$ cat src/rtl/ls_sequencer.sv
// Multicycle load/store sequencer: issues word accesses to a data memory, waits out
// the read latency, and read-modify-writes sub-word stores.
module ls_sequencer #(
    parameter int MEM_LATENCY = 1
) (
    input  logic        clk,
    input  logic        reset,
    input  logic        start,
    input  logic        is_store,
    input  logic [1:0]  size,
    input  logic [31:0] addr,
    input  logic [31:0] store_data,
    input  logic [31:0] mem_rdata,
    output logic [31:0] mem_addr,
    output logic        mem_wr,
    output logic [31:0] mem_wdata,
    output logic [31:0] load_data,
    output logic        busy,
    output logic        done,
    output logic        misaligned
);

    localparam int CNT_W = (MEM_LATENCY > 1) ? $clog2(MEM_LATENCY) : 1;
    localparam logic [CNT_W-1:0] CNT_LAST = CNT_W'(MEM_LATENCY - 1);

    typedef enum logic [2:0] {
        S_IDLE,
        S_READ,
        S_CAPTURE,
        S_WRITE,
        S_DONE,
        S_FAULT
    } state_t;

    state_t           r_state;
    logic [CNT_W-1:0] r_cnt;
    logic [1:0]       r_size;
    logic [1:0]       r_lane;
    logic             r_is_store;
    logic [15:0]      r_sdata;
    logic [31:0]      r_mem_addr;
    logic [31:0]      r_mem_wdata;
    logic [31:0]      r_load_data;
    logic             r_mem_wr;
    logic             r_done;
    logic             r_misaligned;

    logic             w_misaligned;
    logic [7:0]       w_byte;
    logic [15:0]      w_half;
    logic [31:0]      w_merged;
    logic [31:0]      w_load_lane;

    // Lane extraction and store merge work on the latched lane, never on live inputs.
    always_comb begin
        w_misaligned = (size == 2'b10 && addr[0]) ||
                       (size == 2'b11 && addr[1:0] != 2'b00);
        w_byte       = mem_rdata[7:0];
        w_half       = r_lane[1] ? mem_rdata[31:16] : mem_rdata[15:0];
        w_merged     = mem_rdata;
        w_load_lane  = mem_rdata;
        case (r_lane)
            2'd0:    w_byte = mem_rdata[7:0];
            2'd1:    w_byte = mem_rdata[15:8];
            2'd2:    w_byte = mem_rdata[23:16];
            default: w_byte = mem_rdata[31:24];
        endcase
        case (r_size)
            2'b01: begin
                w_load_lane = {24'd0, w_byte};
                case (r_lane)
                    2'd0:    w_merged[7:0]   = r_sdata[7:0];
                    2'd1:    w_merged[15:8]  = r_sdata[7:0];
                    2'd2:    w_merged[23:16] = r_sdata[7:0];
                    default: w_merged[31:24] = r_sdata[7:0];
                endcase
            end
            2'b10: begin
                w_load_lane = {16'd0, w_half};
                if (r_lane[1]) w_merged[31:16] = r_sdata;
                else           w_merged[15:0]  = r_sdata;
            end
            default: ;
        endcase
    end

    // Word stores skip the read phase entirely; sub-word stores fetch, merge, then write.
    always_ff @(posedge clk) begin
        if (reset) begin
            r_state      <= S_IDLE;
            r_cnt        <= '0;
            r_size       <= 2'b00;
            r_lane       <= 2'b00;
            r_is_store   <= 1'b0;
            r_sdata      <= 16'd0;
            r_mem_addr   <= 32'd0;
            r_mem_wdata  <= 32'd0;
            r_load_data  <= 32'd0;
            r_mem_wr     <= 1'b0;
            r_done       <= 1'b0;
            r_misaligned <= 1'b0;
        end else begin
            r_mem_wr     <= 1'b0;
            r_done       <= 1'b0;
            r_misaligned <= 1'b0;
            case (r_state)
                S_IDLE: begin
                    if (start && size != 2'b00) begin
                        r_size     <= size;
                        r_lane     <= addr[1:0];
                        r_is_store <= is_store;
                        r_sdata    <= store_data[15:0];
                        r_mem_addr <= {addr[31:2], 2'b00};
                        r_cnt      <= '0;
                        if (w_misaligned) begin
                            r_state      <= S_FAULT;
                            r_done       <= 1'b1;
                            r_misaligned <= 1'b1;
                        end else if (is_store && size == 2'b11) begin
                            r_state     <= S_WRITE;
                            r_mem_wr    <= 1'b1;
                            r_mem_wdata <= store_data;
                        end else begin
                            r_state <= S_READ;
                        end
                    end
                end
                S_READ: begin
                    if (r_cnt == CNT_LAST) r_state <= S_CAPTURE;
                    else                   r_cnt   <= r_cnt + 1'b1;
                end
                S_CAPTURE: begin
                    if (r_is_store) begin
                        r_mem_wdata <= w_merged;
                        r_mem_wr    <= 1'b1;
                        r_state     <= S_WRITE;
                    end else begin
                        r_load_data <= w_load_lane;
                        r_done      <= 1'b1;
                        r_state     <= S_DONE;
                    end
                end
                S_WRITE: begin
                    r_done  <= 1'b1;
                    r_state <= S_DONE;
                end
                default: r_state <= S_IDLE;
            endcase
        end
    end

    assign mem_addr   = r_mem_addr;
    assign mem_wr     = r_mem_wr;
    assign mem_wdata  = r_mem_wdata;
    assign load_data  = r_load_data;
    assign busy       = (r_state != S_IDLE);
    assign done       = r_done;
    assign misaligned = r_misaligned;

endmodule
$ cat config.mk
export PLATFORM = sky130hd
export DESIGN_NAME = ls_sequencer
export DESIGN_NICKNAME = d
export VERILOG_FILES = /design/src/rtl/ls_sequencer.sv
export SDC_FILE = /design/constraint.sdc
export NUM_CORES = 1
export LEC_CHECK = 0
export BUFFER_PORTS_ARGS = -buffer_cell sky130_fd_sc_hd__buf_4
export CAP_MARGIN = 10
export CORE_UTILIZATION = 53
export DETAILED_ROUTE_END_ITERATION = 16
export HOLD_SLACK_MARGIN = 0.1
export PLACE_DENSITY = 0.85
export SYNTH_ARGS = -nofsm -noshare
export SYNTH_HDL_FRONTEND = slang
export SYNTH_SLANG_ARGS = --single-unit
export TNS_END_PERCENT = 50
$ cat constraint.sdc
create_clock -name clk -period 6.4 [get_ports clk]
set_clock_uncertainty 0.1 [all_clocks]
set_input_delay 0.96 -clock clk [delete_from_list [all_inputs] [get_ports clk]]
set_output_delay 0.96 -clock clk [all_outputs]
set_load 0.02 [all_outputs]
## Word level (Yosys, flattened, before mapping)

Cells that the tools add are included.

- Equal/unequal tests: 14
- Reduce and logical (&&, ||, !) cells: 19
- Add/subtract/negate cells: 1
- Bitwise logic cells: 2
- Mux-type cells: 33

Operators by type and width:

| operator | count |
|---|---|
| $pmux W32 S2 | 3 |
| $mux W32 | 4 |
| $mux W16 | 3 |
| $mux W8 | 4 |
| $pmux W8 S3 | 1 |
| $mux W3 | 4 |
| $pmux W3 S4 | 1 |
| $ne A2 B2 Y1 const B | 5 |
| $mux W1 | 9 |
| $eq A2 B2 Y1 const B | 4 |
| $reduce_and A2 Y1 | 4 |
| $reduce_bool A2 Y1 | 4 |
| $eq A3 B2 Y1 const B | 2 |
| $reduce_and A5 Y1 | 1 |
| $eq A2 B1 Y1 const B | 2 |
| $logic_and A1 B1 Y1 | 4 |
| $pmux W1 S2 | 2 |
| $eq A3 B1 Y1 const B | 1 |
| $logic_not A3 Y1 | 1 |
| $pmux W1 S3 | 1 |
| $reduce_bool A3 Y1 | 1 |
| $reduce_or A3 Y1 | 1 |
| $logic_not A2 Y1 | 1 |
| $mux W2 | 1 |
| 4 further kinds | 5 |

- Output and inout port bits: 100
- Logic and storage cells: 81
- Flip-flop bits (word level): 122
- Input port bits: 102

## Logic depth before layout (Yosys ltp)

Gate-level depths: netlist of the first run.

- Depth in word-level cells: 6
- Depth in mapped cells: 8
- Depth with buffers taken out: 6

## Worst setup path after synthesis of the first run

OpenSTA, ideal clock, no wires.

- Path type: input to register
- Start: input size[1]
- End: register r_mem_wdata[10], in the netlist mem_wdata[10]
- Buffers on the path: 1
- Slack: 4141 ps
- Setup time: 117 ps
- Data required time: 6183 ps
- Arrival: 2042 ps
- Stages on the path: 5
- Path through: nor4bb_1 a22oi_1 o31a_1 clkbuf_1 a32o_1

- Longest elaborated chain between the ends: 5
- Elaborated cells between the ends (all ways): 12
- Those cells by class: eq/ne (5); reduce/logical (7)

RTL lines:

| element | RTL line | source |
|---|---|---|
| start: declaration | 10 | `input logic [1:0] size,` |
| $eq A2 B2 Y1, on equally long branches | 56, 57, 119 |  |
| $logic_and A1 B1 Y1, on equally long branches | 56, 57 |  |
| $logic_or A1 B1 Y1 | 56 | `w_misaligned = (size == 2'b10 && addr[0]) \|\|` |
| $ne A2 B2 Y1 (no source line) | - |  |
| $reduce_and A5 Y1 (no source line) (*) | - |  |
| end signal: assignment | 122 | `r_mem_wdata <= store_data;` |
| end signal: assignment | 134 | `r_mem_wdata <= w_merged;` |
| end: declaration | 42 | `logic [31:0] r_mem_wdata;` |

Mark *: on every way between the ends. The rest lies on a longest branch, timed or not.
A chain may end at the register's enable or synchronous reset.

## Worst setup path after layout of the first run

- Start: register r_size[0]
- End: register r_mem_wdata[3], in the netlist mem_wdata[3]

- Longest elaborated chain between the ends: 4
- Elaborated cells between the ends (all ways): 5
- Those cells by class: eq/ne (2); mux (3)

RTL lines:

| element | RTL line | source |
|---|---|---|
| start: declaration | 37 | `logic [1:0] r_size;` |
| start signal: assignment | 109 | `r_size <= size;` |
| $eq A2 B2 Y1 / $eq A2 B1 Y1 (equally long branches) | 68 | `case (r_size)` |
| $pmux W32 S2 (*) | 68 |  |
| $mux W32 (*) | 133 | `if (r_is_store) begin` |
| $pmux W32 S2 (*) | 106 | `case (r_state)` |

Mark *: on every way between the ends. The rest lies on a longest branch, timed or not. The select of a mux whose other input is x is not followed.

==> metrics list, run 1 <==
- Outcome: completed
- The H-tree generated during clock tree synthesis spans 4 levels.
* Number of distinct library cells after synthesis: 42
* Top area cells in the synthesized netlist: sky130_fd_sc_hd__dfxtp_1 (45%), sky130_fd_sc_hd__nand2_1 (9.4%), sky130_fd_sc_hd__a21oi_1 (7.7%)
* Part of the total power dissipated in the clock network: 46.0%
* Storage element area: 2420 µm²
- Post-route setup slack: 3.17 ns
- Maximum number of pins on one net before global-route repair: 72
- At the worst endpoint, the required time is 6.70 ns.
* Largest delay share family, worst path: compound AO/OA/AOI/OAI gates
- Die area: 10600 µm²
* Boundary pin count: 202
* Tot GR Track Use: 34.0%
* Worst Hold Class: reg2reg
- Dividing the detail-routed wire length by the instance count gives 19.0 µm.
* Synthesized area divided by synthesized cell count: 8.52 µm²
* Share of the synthesized area in the top cell type: 44.6%
- Static timing analysis puts the maximum clock frequency at 310 MHz.
- Global-route wire length before repair: 27200 µm
- Height of the die: 103 µm
- On the worst path, the slowest cell contributes a delay of 0.76 ns.
- Global routing finished with a remaining overflow of 0.
- Switching share of power: 26.4%
* Via count of the first global-routing pass: 5431
* Post-Route M1 WL: 7050 µm
- STA classifies the critical path endpoint as a flip-flop.
- The final count of pins violating max slew came to 0.
* Final-report setup violation count: 0
* Initial detailed-routing violation count: 464
- Library cell used as clock root buffer: sky130_fd_sc_hd__clkbuf_8
- Setup repair after global routing missed its margin: no
- Number of input and output port buffers inserted: 199
- The repair_antennas step left the layout with diodes totalling 0.
- Summing internal, switching and leakage power gives 2.17 mW.
- Number of sinks driven by the clock tree: 121
* Power density over the cells: 291 nW/µm²
- The final-report hold violation count came to 0.
- Core Footprint: 9860 µm²
* Shortest clock period the worst path allows after layout: 3.23 ns
- After clock tree synthesis, the clock-pin slew on the worst setup and hold paths is 0.06 ns.
* Clock tree from TritonCTS: built
* Routed wire length on met3: 1620 µm
- Synth-to-layout area growth: 37.7%
- The number of antenna violations at the first check in global routing was 0.
- Initial standard-cell utilization of the core: 55.0%
* DRT antenna net count: 0
- Path type of the worst setup path: reg2reg
- The first TritonRoute pass finished after 6 iterations.
- Final clock period utilization by the worst path: 50.4%
- In this run the deepest clock path goes through 2 buffers.
- IR analysis of the VDD net gives a maximum drop of 0.000217 V.
* Total CTS buffers: 17
- Worst slack at placement: 3.22 ns
- Buffers inserted to repair hold after CTS numbered 0.
- In the final design database the tool counted 909 nets.
* Vias: 5687
- Count of unresolved DRC violations after routing: 0
- Horizontal die dimension: 103 µm
- Data arrives at the worst endpoint at 3.53 ns.
- Resize count post-CTS: 0
* RD Place Congestion: 0.928
* Number of buffers inserted by post-CTS setup repair: 0
- Summed over all instances, the cell type with the most area after synthesis is sky130_fd_sc_hd__dfxtp_1.
- Source-to-sink clock delay at the later pin of the worst-skew pair: 0.51 ns
- Leakage power figure: 3.22 nW
- Number of placement rows: 36
- Total number of yosys warnings: 0
- In the synthesized netlist, the number of instances is 637.
- Along the worst path, the maximum fanout reaches 40.
* Sequential share of power: 38.3%
- Layout cells sized above 1: 30.3%
- The filler cells instantiated in the layout total 730.
* Minimum hold slack: 0.354 ns
- Max capacitance violation total: 0
- Combinational cells account for 15.8% of the total power.
* Reported net switching power: 0.575 mW
- Footprint of the multi-input gates: 2690 µm²
* Flops & latches, synth: 121
- Top sig layer: met4
* Worst Tran Pin Value: 1.14 ns
- Internal power comes to 1.60 mW.
- Counting both buffers and inverters, the worst setup path holds a total of 1.
- Placed wire-length estimate after detailed placement: 12700 µm
- Remaining max-slew budget at the tightest pin: 23.9%
* Setup_tns: 0 ns
- Netlist area before placement: 5430 µm²
- Wire segments on met2 add up to 8860 µm in the final route.
- Vias per inst: 5.98
- The slowest stage of the critical path belongs to the cell sky130_fd_sc_hd__nor2_1.
- For this block, the routed nets add up to 18100 µm of wire.
* List of cells traversed by the critical path: inv_1 -> ha_1 -> nor2_1 -> a21oi_1 -> a221o_1 -> a32o_1
- Sequential elements use 44.6% of the synthesized area.
- STA classifies the critical path startpoint as a flip-flop.
-- layout make-up --
class                      count  area share (%)
inverter                      13           0.653
clock inverter                 8            1.87
timing repair buffer         203            20.5
tap                          133            2.23
multi-input combinational    449            35.9
clock buffer                  24            6.43
sequential                   121            32.4
-- final timing paths --
kind                              from                        end  slack (ns)  cells after the start
max             r_size[0]$_SDFFE_PP0P_  mem_wdata[3]$_SDFFE_PP0P_        3.17                      6
min          mem_addr[10]$_SDFFE_PP0P_  mem_addr[10]$_SDFFE_PP0P_        0.35                      2
max reg2reg     r_size[0]$_SDFFE_PP0P_  mem_wdata[3]$_SDFFE_PP0P_        3.17                      6
min reg2reg  mem_addr[10]$_SDFFE_PP0P_  mem_addr[10]$_SDFFE_PP0P_        0.35                      2
-- stage by stage --
| stage | instances | area (µm²) | utilization, % |
|---|---|---|---|
| 4_1_cts | 949 | 7450 | 75.5 |
| 3_5_place_dp | 917 | 6830 | 69.3 |
| 2_1_floorplan | 638 | 5430 | - |
| 5_1_grt | 951 | 7470 | 75.8 |
| 3_3_place_gp | 917 | 6830 | 69.3 |
| 6_report | 951 | 7470 | 75.8 |
-- power groups by stage --
stage / sequential [mW] / combinational [mW] / clock (mW)
final: 0.832 / 0.343 / 0.999
after global routing: 0.835 / 0.368 / 1.04
after CTS: 0.830 / 0.337 / 1.01
after detailed placement: 0.845 / 0.333 / 0
after global placement: 0.844 / 0.326 / 0
after floorplan: 0.864 / 0.173 / 0
-- per-layer routing --
layer	vias to the layer above	GRT usage, %
li1	2643	-
met5	-	0
met2	330	57.7
met3	58	8.67
met4	0	15.1
met1	2656	40.7
-- placed cells by master (no fill, tap or decap), drive strengths merged, types with 2 or more instances in the layout --
cell and instances:
buf 203, nand2 136, dfxtp 121, a21oi 84, nand2b 42, o21ai 42, a32o 40, a221oi 24
clkbuf 24, nand3 16, a221o 16, nor2 14, inv 13, a211o 9, clkinv 4, bufinv 4
nor3b 3, and3b 2, ha 2, conb 2
-- kinds of logic after synthesis --
logic type | after synthesis | synth area share [%]
AND/OR/NAND/NOR | 224 | 19.6
AO/OA/AOI/OAI | 221 | 29.1
flip-flops | 121 | 44.6
buffers and inverters | 68 | 6.09
adder cells (fa/ha/maj) | 2 | 0.461
other | 1 | 0.0691
-- synthesized netlist by cell type --
| cell type | number |
|---|---|
| sky130_fd_sc_hd__and2_0 | 1 |
| sky130_fd_sc_hd__buf_6 | 5 |
| sky130_fd_sc_hd__inv_1 | 13 |
| sky130_fd_sc_hd__a22oi_1 | 1 |
| sky130_fd_sc_hd__o31a_1 | 1 |
| sky130_fd_sc_hd__clkbuf_1 | 23 |
| sky130_fd_sc_hd__a21o_1 | 1 |
| sky130_fd_sc_hd__nor4_4 | 1 |
| sky130_fd_sc_hd__nor3_2 | 1 |
| sky130_fd_sc_hd__or4b_2 | 1 |
| sky130_fd_sc_hd__a21boi_1 | 1 |
| sky130_fd_sc_hd__a211o_1 | 9 |
| sky130_fd_sc_hd__or3b_4 | 1 |
| sky130_fd_sc_hd__a2bb2oi_1 | 1 |
| sky130_fd_sc_hd__ha_1 | 2 |
| sky130_fd_sc_hd__a2111oi_0 | 1 |
| sky130_fd_sc_hd__nand2b_1 | 42 |
| sky130_fd_sc_hd__a21oi_1 | 84 |
| sky130_fd_sc_hd__buf_4 | 3 |
| sky130_fd_sc_hd__nor4bb_1 | 1 |
| sky130_fd_sc_hd__or3_1 | 1 |
| sky130_fd_sc_hd__nor2b_1 | 1 |
| sky130_fd_sc_hd__nand2_1 | 136 |
| sky130_fd_sc_hd__nor2_1 | 13 |
| sky130_fd_sc_hd__dfxtp_1 | 121 |
| sky130_fd_sc_hd__a221o_1 | 16 |
| sky130_fd_sc_hd__a221oi_1 | 16 |
| sky130_fd_sc_hd__a32o_1 | 40 |
| sky130_fd_sc_hd__nor3b_1 | 2 |
| sky130_fd_sc_hd__nor2_2 | 1 |
| sky130_fd_sc_hd__conb_1 | 1 |
| sky130_fd_sc_hd__nor4b_2 | 1 |
| sky130_fd_sc_hd__or2_1 | 1 |
| sky130_fd_sc_hd__buf_1 | 3 |
| sky130_fd_sc_hd__nor3b_2 | 1 |
| sky130_fd_sc_hd__o21ai_1 | 8 |
| sky130_fd_sc_hd__a221oi_2 | 8 |
| sky130_fd_sc_hd__nand3_1 | 16 |
| sky130_fd_sc_hd__and3b_1 | 2 |
| sky130_fd_sc_hd__o21ai_0 | 34 |
| sky130_fd_sc_hd__and4b_1 | 1 |
| sky130_fd_sc_hd__buf_2 | 21 |
-- sequential cells by signal, indices dropped and copies added, names as in the netlist --
signal and count:
r_size 2, r_lane 2, load_data 32, r_is_store 1
done 1, misaligned 1, r_state 3, mem_addr 30
r_sdata 16, mem_wdata 32, mem_wr 1
-- worst min-delay path, stage by stage (launching register included) --
cell                      delay, ns
sky130_fd_sc_hd__dfxtp_1       0.31
sky130_fd_sc_hd__nand2_1       0.05
sky130_fd_sc_hd__a21oi_1       0.05
(Power assumes the default switching activity.)
==> run 2, diff against run 1 <==
--- a/config.mk
+++ b/config.mk
@@ -5,12 +5,13 @@
 export SDC_FILE = /design/constraint.sdc
 export NUM_CORES = 1
 export LEC_CHECK = 0
+export ABC_AREA = 1
 export BUFFER_PORTS_ARGS = -buffer_cell sky130_fd_sc_hd__buf_4
 export CAP_MARGIN = 10
-export CORE_UTILIZATION = 53
+export CORE_UTILIZATION = 50
 export DETAILED_ROUTE_END_ITERATION = 16
 export HOLD_SLACK_MARGIN = 0.1
-export PLACE_DENSITY = 0.85
+export PLACE_DENSITY = 0.81
 export SYNTH_ARGS = -nofsm -noshare
 export SYNTH_HDL_FRONTEND = slang
 export SYNTH_SLANG_ARGS = --single-unit
==> constraint.sdc (replaced) <==
create_clock -name clk -period 3.2 [get_ports clk]
set_clock_uncertainty 0.1 [all_clocks]
set_input_delay 0.48 -clock clk [delete_from_list [all_inputs] [get_ports clk]]
set_output_delay 0.48 -clock clk [all_outputs]
set_load 0.02 [all_outputs]
==> metrics list, run 2 <==
* Outcome: completed
* Share of synthesized registers carrying an async set or reset: 0%
- Max capacitance violation total: 0
* Number of cells produced by synthesis: 787
- Using the TritonRoute via totals, the vias-per-cell ratio works out to 5.42.
- Row generation in the floorplan step produced 38 rows.
- For this run, the register share of the synthesized area comes to 43.8%.
* Crit path DAT: 2.74 ns
* Slowest stage cell on the critical path: sky130_fd_sc_hd__o21ai_1
- Along the worst path, the maximum fanout reaches 17.
- Worst-case vdd ir drop: 0.000441 V
- Level count of the clock H-tree: 4
- The first global-routing pass estimated 28300 µm of wire.
- Commonest cells post-synth: sky130_fd_sc_hd__nand2_1 (154), sky130_fd_sc_hd__dfxtp_1 (121), sky130_fd_sc_hd__o21ai_0 (113)
- Once the floorplan was initialized, standard cells occupied 51.3% of the core.
- Main synth FF type: sky130_fd_sc_hd__dfxtp_1
- Most frequent standard cell in the layout excluding fill and tap cells: sky130_fd_sc_hd__buf_4
- Tot GR Track Use: 31.8%
- In this run the static leakage power is 3.74 nW.
- Maximum number of pins on one net before global-route repair: 58
- Total CTS buffers: 17
- Summing over every cut layer, the via total after detailed routing is 6233.
- In this design, the stage delay of the slowest critical-path cell is 0.47 ns.
- After detailed routing, the total wire length is 17900 µm.
- For this design the top-level I/O count stands at 202.
- Worst Hold Class: in2reg
* Highest-count cells in the layout ignoring fill and taps: sky130_fd_sc_hd__buf_4 (211), sky130_fd_sc_hd__nand2_1 (154), sky130_fd_sc_hd__dfxtp_1 (121)
- Total buffers and inverters traversed by the critical path: 3
- In the final layout, the share of cells above drive strength 1 is 28.4%.
* Number of input and output port buffers inserted: 199
* Number of flops mapped to enable cells by yosys: 0
- Storage element area: 2420 µm²
- At the end of routability-driven placement, the weighted congestion stood at 0.909.
- For this run, the detailed router's first-pass iteration total came to 5.
* Core Footprint: 10800 µm²
- Clock tree from TritonCTS: built
* Worst Tran Pin Value: 0.759 ns
- In the final timing run, aggregate negative setup slack is 0 ns.
- Across all hold checks on the routed design, the worst slack comes to 0.112 ns.
* Footprint of the multi-input gates: 2740 µm²
- DRT antenna net count: 0
- The startpoint identified for the worst register-to-register timing path is r_size[0]$_SDFFE_PP0P_.
* Initial detailed-routing violation count: 465
- Most frequent CP cell: sky130_fd_sc_hd__inv_1
- The final critical path takes up 75.0% of the cycle.
- Data required time of the critical path: 3.54 ns
- In this design, the largest share of critical-path delay is due to compound AO/OA/AOI/OAI gates.
- Via count of the first global-routing pass: 5926
- List of cells traversed by the critical path: inv_1 -> ha_1 -> inv_1 -> nand2_1 -> inv_1 -> o21ai_1 -> nand2_1 -> a21oi_1
- Critical Path Start Type: flip-flop
* Count of non-filler cells in the finished layout: 1149
- Launch instance of the worst min-delay path: addr[0]
* Horizontal die dimension: 107 µm
* Cells on worst reg2reg path: 8
- The path with the worst hold slack has its endpoint at r_lane[0]$_SDFFE_PP0P_.
- Worst R2R End: load_data[5]$_SDFFE_PP0P_
- The final count of pins violating max slew is 0.
* Remaining max-slew budget at the tightest pin: 49.3%
* FILL cells: 838
- Netlist area before placement: 5530 µm²
* Library cell used as clock root buffer: sky130_fd_sc_hd__clkbuf_8
* Source-to-sink clock delay at the later pin of the worst-skew pair: 0.52 ns
- Most instantiated library cell after synthesis: sky130_fd_sc_hd__nand2_1
- The worst hold path passes through 3 cells.
- Average detailed-routed wire length per instance: 15.6 µm
- The worst path needs 2.40 ns of the cycle, external delays included.
- The setup check on the worst reg-to-reg path leaves a slack of 0.80 ns.
* Path type of the worst setup path: reg2reg
- After detailed routing, the number of remaining DRC violations is 0.
* Maximum root-to-sink buffer count: 2
* Height of the die: 107 µm
- Diodes inserted: 0
- The clock drives 121 sinks.
- Final hold violations: 0
* Peak Freq: 416 MHz
* Power density over the cells: 608 nW/µm²
- Yosys attributes the largest share of cell area to sky130_fd_sc_hd__dfxtp_1 (44%), sky130_fd_sc_hd__nand2_1 (10%), sky130_fd_sc_hd__o21ai_0 (10%).
* Final-report setup violation count: 0
- Crit path capture type: flip-flop
- The number of antenna violations at the first check in global routing is 0.
- Leading area contributor after synthesis: sky130_fd_sc_hd__dfxtp_1
- From synthesis to final layout, the design area changed by 43.7%.
- After layout, the design draws a total of 4.83 mW.
- The number of setup buffers added after CTS is 0.
- Counting distinct cell types in the post-synthesis netlist gives 28.
* Worst-path clk slew: 0.06 ns
- Flops & latches, synth: 121
- Die area: 11500 µm²
- After synthesis, the largest area contributor takes up 43.8% of total cell area.
* Placed wire-length estimate after detailed placement: 12200 µm
- After global routing the overflow that remains totals 0.
* Total number of yosys warnings: 0
- Counting tap cells, the placed design contains a total of 1085 instances.
* Synthesized area divided by synthesized cell count: 7.03 µm²
* Setup repair after global routing missed its margin: no
* Final net count: 1100
## run 2: cell count changes in the layout (fill, tap and decap cells not counted), moves of 21 or more
cell,delta
sky130_fd_sc_hd__nor2_1,+77
sky130_fd_sc_hd__a32o_1,-40
sky130_fd_sc_hd__nand3_1,+55
sky130_fd_sc_hd__dlygate4sd3_1,+32
sky130_fd_sc_hd__nand2b_1,-42
sky130_fd_sc_hd__or2_2,+21
sky130_fd_sc_hd__o21ai_0,+79
## run 2: logic make-up after synthesis
kind of cell | synth area share, %
other | 0.0678
AOI/OAI and AO/OA | 21.0
and+or+nand+nor | 27.9
DFF | 43.8
adders and majority gates | 0.452
buffers and inverters | 6.81
## run 2: final cells by class
type / instances / area share (%)
clock buffers: 18 / 5.38
clock inverters: 14 / 2.03
inverters: 33 / 1.56
multi-input cells: 580 / 34.4
flip-flops and latches: 121 / 30.5
well taps: 140 / 2.20
repair buffers: 243 / 23.9
## run 2: through the flow
stage | util, % | setup slack (ns) | area (µm²)
2_1_floorplan | - | 1.45 | 5540
3_3_place_gp | 65.3 | 1.00 | 7040
3_5_place_dp | 65.3 | 0.929 | 7040
4_1_cts | 73.7 | 0.855 | 7950
5_1_grt | 73.7 | 0.614 | 7950
6_report | 73.7 | 0.799 | 7950
## run 2: worst max-delay path by stage
stage | startpoint | endpoint | cells past startpoint
6_report | r_size[0]$_SDFFE_PP0P_ | load_data[5]$_SDFFE_PP0P_ | 8
5_1_grt | r_size[0]$_SDFFE_PP0P_ | load_data[0]$_SDFFE_PP0P_ | 8
4_1_cts | r_size[0]$_SDFFE_PP0P_ | load_data[5]$_SDFFE_PP0P_ | 8
3_5_place_dp | r_size[0]$_SDFFE_PP0P_ | load_data[1]$_SDFFE_PP0P_ | 8
3_3_place_gp | r_size[0]$_SDFFE_PP0P_ | load_data[6]$_SDFFE_PP0P_ | 8
2_1_floorplan | r_size[0]$_SDFFE_PP0P_ | load_data[1]$_SDFFE_PP0P_ | 8
## run 2: metal layers
layer  routed length [µm]  vias up  global-route usage, %
met5                    0        -                      0
met4                  592        0                   14.6
met3                 1650       50                   7.48
met2                 8610      333                   53.5
met1                 7080     2819                   38.2
li1                     -     3031                      -
## run 2: report_power, final
part	internal (mW)	leakage [nW]	switching, mW	total, mW
combinational	0.438	2.47	0.723	1.16
sequential	1.66	0.988	0.108	1.76
clock	1.15	0.280	0.761	1.91
## run 2: worst reg2reg max path, delay by kind of cell, from the launching register on
family                   cells  cell delay (ns)
adder cells (fa/ha/maj)      1             0.44
AO/OA/AOI/OAI                2             0.66
flip-flops                   1             0.32
AND/OR/NAND/NOR              2             0.53
buffers and inverters        3             0.28
## run 2: what timing repair did
item	4_1_cts	5_1_grt
resized for setup	0	0
hold endpoints to repair	32	0
hold buffers	32	0
==> run 3, diff against run 2 <==
--- a/config.mk
+++ b/config.mk
@@ -8,10 +8,10 @@
 export ABC_AREA = 1
 export BUFFER_PORTS_ARGS = -buffer_cell sky130_fd_sc_hd__buf_4
 export CAP_MARGIN = 10
-export CORE_UTILIZATION = 50
+export CORE_UTILIZATION = 45
 export DETAILED_ROUTE_END_ITERATION = 16
 export HOLD_SLACK_MARGIN = 0.1
-export PLACE_DENSITY = 0.81
+export PLACE_DENSITY = 0.77
 export SYNTH_ARGS = -nofsm -noshare
 export SYNTH_HDL_FRONTEND = slang
 export SYNTH_SLANG_ARGS = --single-unit
==> constraint.sdc (replaced) <==
create_clock -name clk -period 2.1 [get_ports clk]
set_clock_uncertainty 0.1 [all_clocks]
set_input_delay 0.315 -clock clk [delete_from_list [all_inputs] [get_ports clk]]
set_output_delay 0.315 -clock clk [all_outputs]
set_load 0.02 [all_outputs]
==> metrics list, run 3 (synthesis results as in run 2) <==
- The run finished with clean final reports.
* Global-route wire length before repair: 30200 µm
- Including well taps, the total number of placed cells is 1101.
* Worst slack at placement: 0.186 ns
- Worst Hold Class: in2reg
- In this run, CTS created clock tree buffers numbering 17.
- Detailed routing inserted a total of 6332 vias.
- Via count of the first global-routing pass: 6078
- Data required time of the critical path: 2.34 ns
- Dividing the detail-routed via count by the number of cells gives 5.24.
* Clock tree from TritonCTS: built
* Number of placement rows: 40
* Crit path capture type: flip-flop
* Post-Route WL: 19400 µm
- Shortest clock period the worst path allows after layout: 1.96 ns
- Critical path fanouts, max: 57
- In this run the standard cell core region covers 12000 µm².
- The top cell types in the final layout, fill and taps aside, are sky130_fd_sc_hd__buf_4 (215), sky130_fd_sc_hd__nand2_1 (153), sky130_fd_sc_hd__dfxtp_1 (121).
* Number of input and output port buffers inserted: 199
- Power density over the cells: 885 nW/µm²
- For this run the aggregate overflow at the end of global routing stands at 0.
* Placed wire-length estimate after detailed placement: 12800 µm
- The tree is rooted in a sky130_fd_sc_hd__clkbuf_16.
- CTS built an H-tree with a depth of 4.
- By startpoint and endpoint, the worst setup path is classified as in2reg.
* Initial standard-cell utilization of the core: 46.1%
* FF-to-FF Start: r_size[0]$_SDFFE_PP0P_
* Peak Freq: 509 MHz
* Final Instance Area: 8550 µm²
* Horizontal die dimension: 113 µm
* RD Place Congestion: 0.887
- DRT antenna net count: 0
* Diodes inserted: 0
* Setup_tns: 0 ns
* Average detailed-routed wire length per instance: 16.0 µm
- In this run the worst setup path terminates at mem_wdata[13]$_SDFFE_PP0P_.
* Startpoint of the most critical setup path: addr[0]
* Initial antenna violation count: 0
- Source-to-sink clock delay at the later pin of the worst-skew pair: 0.42 ns
* Final hold violations: 0
- Boundary pin count: 202
- Across the run, the number of max-cap violations was 0.
- In the post-route analysis, the smallest setup slack over all paths is 0.136 ns.
* Total iterations of the first detailed-routing run: 6
- The clock drives 121 sinks.
* Synth-to-layout area growth: 54.5%
- Cells on worst reg2reg path: 8
- Final clock period utilization by the worst path: 93.5%
- Worst R2R End: mem_wdata[25]$_SDFFE_PP0P_
- For this run, the total global-route usage over all layers was measured as 30.6%.
- Most frequent standard cell in the layout excluding fill and tap cells: sky130_fd_sc_hd__buf_4
- Layout cells sized above 1: 27.8%
* Final net count: 1153
- Final-report setup violation count: 0
- The count of cells in the finished layout, fillers not included, comes to 1209.
- For the pin with the worst max-slew slack, the measured transition is 0.506 ns.
* Maximum root-to-sink buffer count: 2
- IR analysis of the VDD net gives a maximum drop of 0.000668 V.
* Critical Path Start Type: input pin
- Initial detailed-routing violation count: 542
* Worst Hold Path Cells: 3
- Core Util, Final: 71.2%
- The final count of pins violating max slew came to 0.
* Count of unresolved DRC violations after routing: 0
- Worst-path clk slew: 0.06 ns
- Measured along the y axis, the die boundary spans 113 µm.
- Remaining max-slew budget at the tightest pin: 66.1%
* Worst R2R Setup Slack: 0.17 ns
- Data on the critical path arrives at its endpoint at 2.21 ns.
- Area after DPL: 7180 µm²
- Leakage power figure: 4.01 nW
- The die covers 12700 µm².
- Maximum number of pins on one net before global-route repair: 58
* Setup repair after global routing missed its margin: no
-- run 3: area by class of cell --
| class | instances | area, µm² |
|---|---|---|
| Fill cell | 969 | 3460 |
| Multi-Input combinational cell | 580 | 2740 |
| Timing Repair Buffer | 296 | 2470 |
| Sequential cell | 121 | 2420 |
| Clock buffer | 25 | 515 |
| Tap cell | 147 | 184 |
| Inverter | 33 | 124 |
| Clock inverter | 7 | 87.6 |
-- run 3: report_power, final --
part	leakage [nW]	switching [mW]	internal (mW)
sequential	0.988	0.159	2.53
combinational	2.72	1.16	0.776
clock	0.299	1.02	1.93
-- run 3: worst min path at each step --
stage	from	end	slack, ns
6_report	mem_rdata[12]	load_data[12]$_SDFFE_PP0P_	0.12
5_1_grt	mem_rdata[23]	load_data[7]$_SDFFE_PP0P_	0.12
4_1_cts	mem_rdata[4]	load_data[4]$_SDFFE_PP0P_	0.10
3_5_place_dp	load_data[22]$_SDFFE_PP0P_	load_data[22]$_SDFFE_PP0P_	0.36
3_3_place_gp	load_data[21]$_SDFFE_PP0P_	load_data[21]$_SDFFE_PP0P_	0.36
2_1_floorplan	store_data[10]	r_sdata[10]$_SDFFE_PP0P_	0.35
-- run 3: layer usage --
layer,GRT usage (%),share of wire [%]
met1,34.8,40
met2,53.9,49
met3,8.36,7.8
met4,12.9,3.2
met5,0,0
-- run 3: per-stage QoR --
stage	power, mW	hold slack (ns)
final	7.57	0.117
after floorplan	3.75	0.350
after detailed placement	4.49	0.360
after global placement	4.47	0.355
after CTS	7.52	0.101
after global routing	7.88	0.117
-- run 3: what timing repair did --
action	CTS	global route
resized for setup	0	1
setup endpoints to repair	0	17
endpoints found under the hold margin	72	1
hold buffers	75	1
setup buffers	0	0
-- run 3: critical path: stages --
cell and delay (ns):
sky130_fd_sc_hd__dlygate4sd3_1 0.53, sky130_fd_sc_hd__buf_4 0.13, sky130_fd_sc_hd__inv_1 0.10, sky130_fd_sc_hd__nand2_1 0.09, sky130_fd_sc_hd__nor2_1 0.24, sky130_fd_sc_hd__nand2_4 0.13, sky130_fd_sc_hd__nand2_2 0.11, sky130_fd_sc_hd__buf_12 0.23
sky130_fd_sc_hd__o21ai_0 0.15, sky130_fd_sc_hd__a21oi_1 0.16
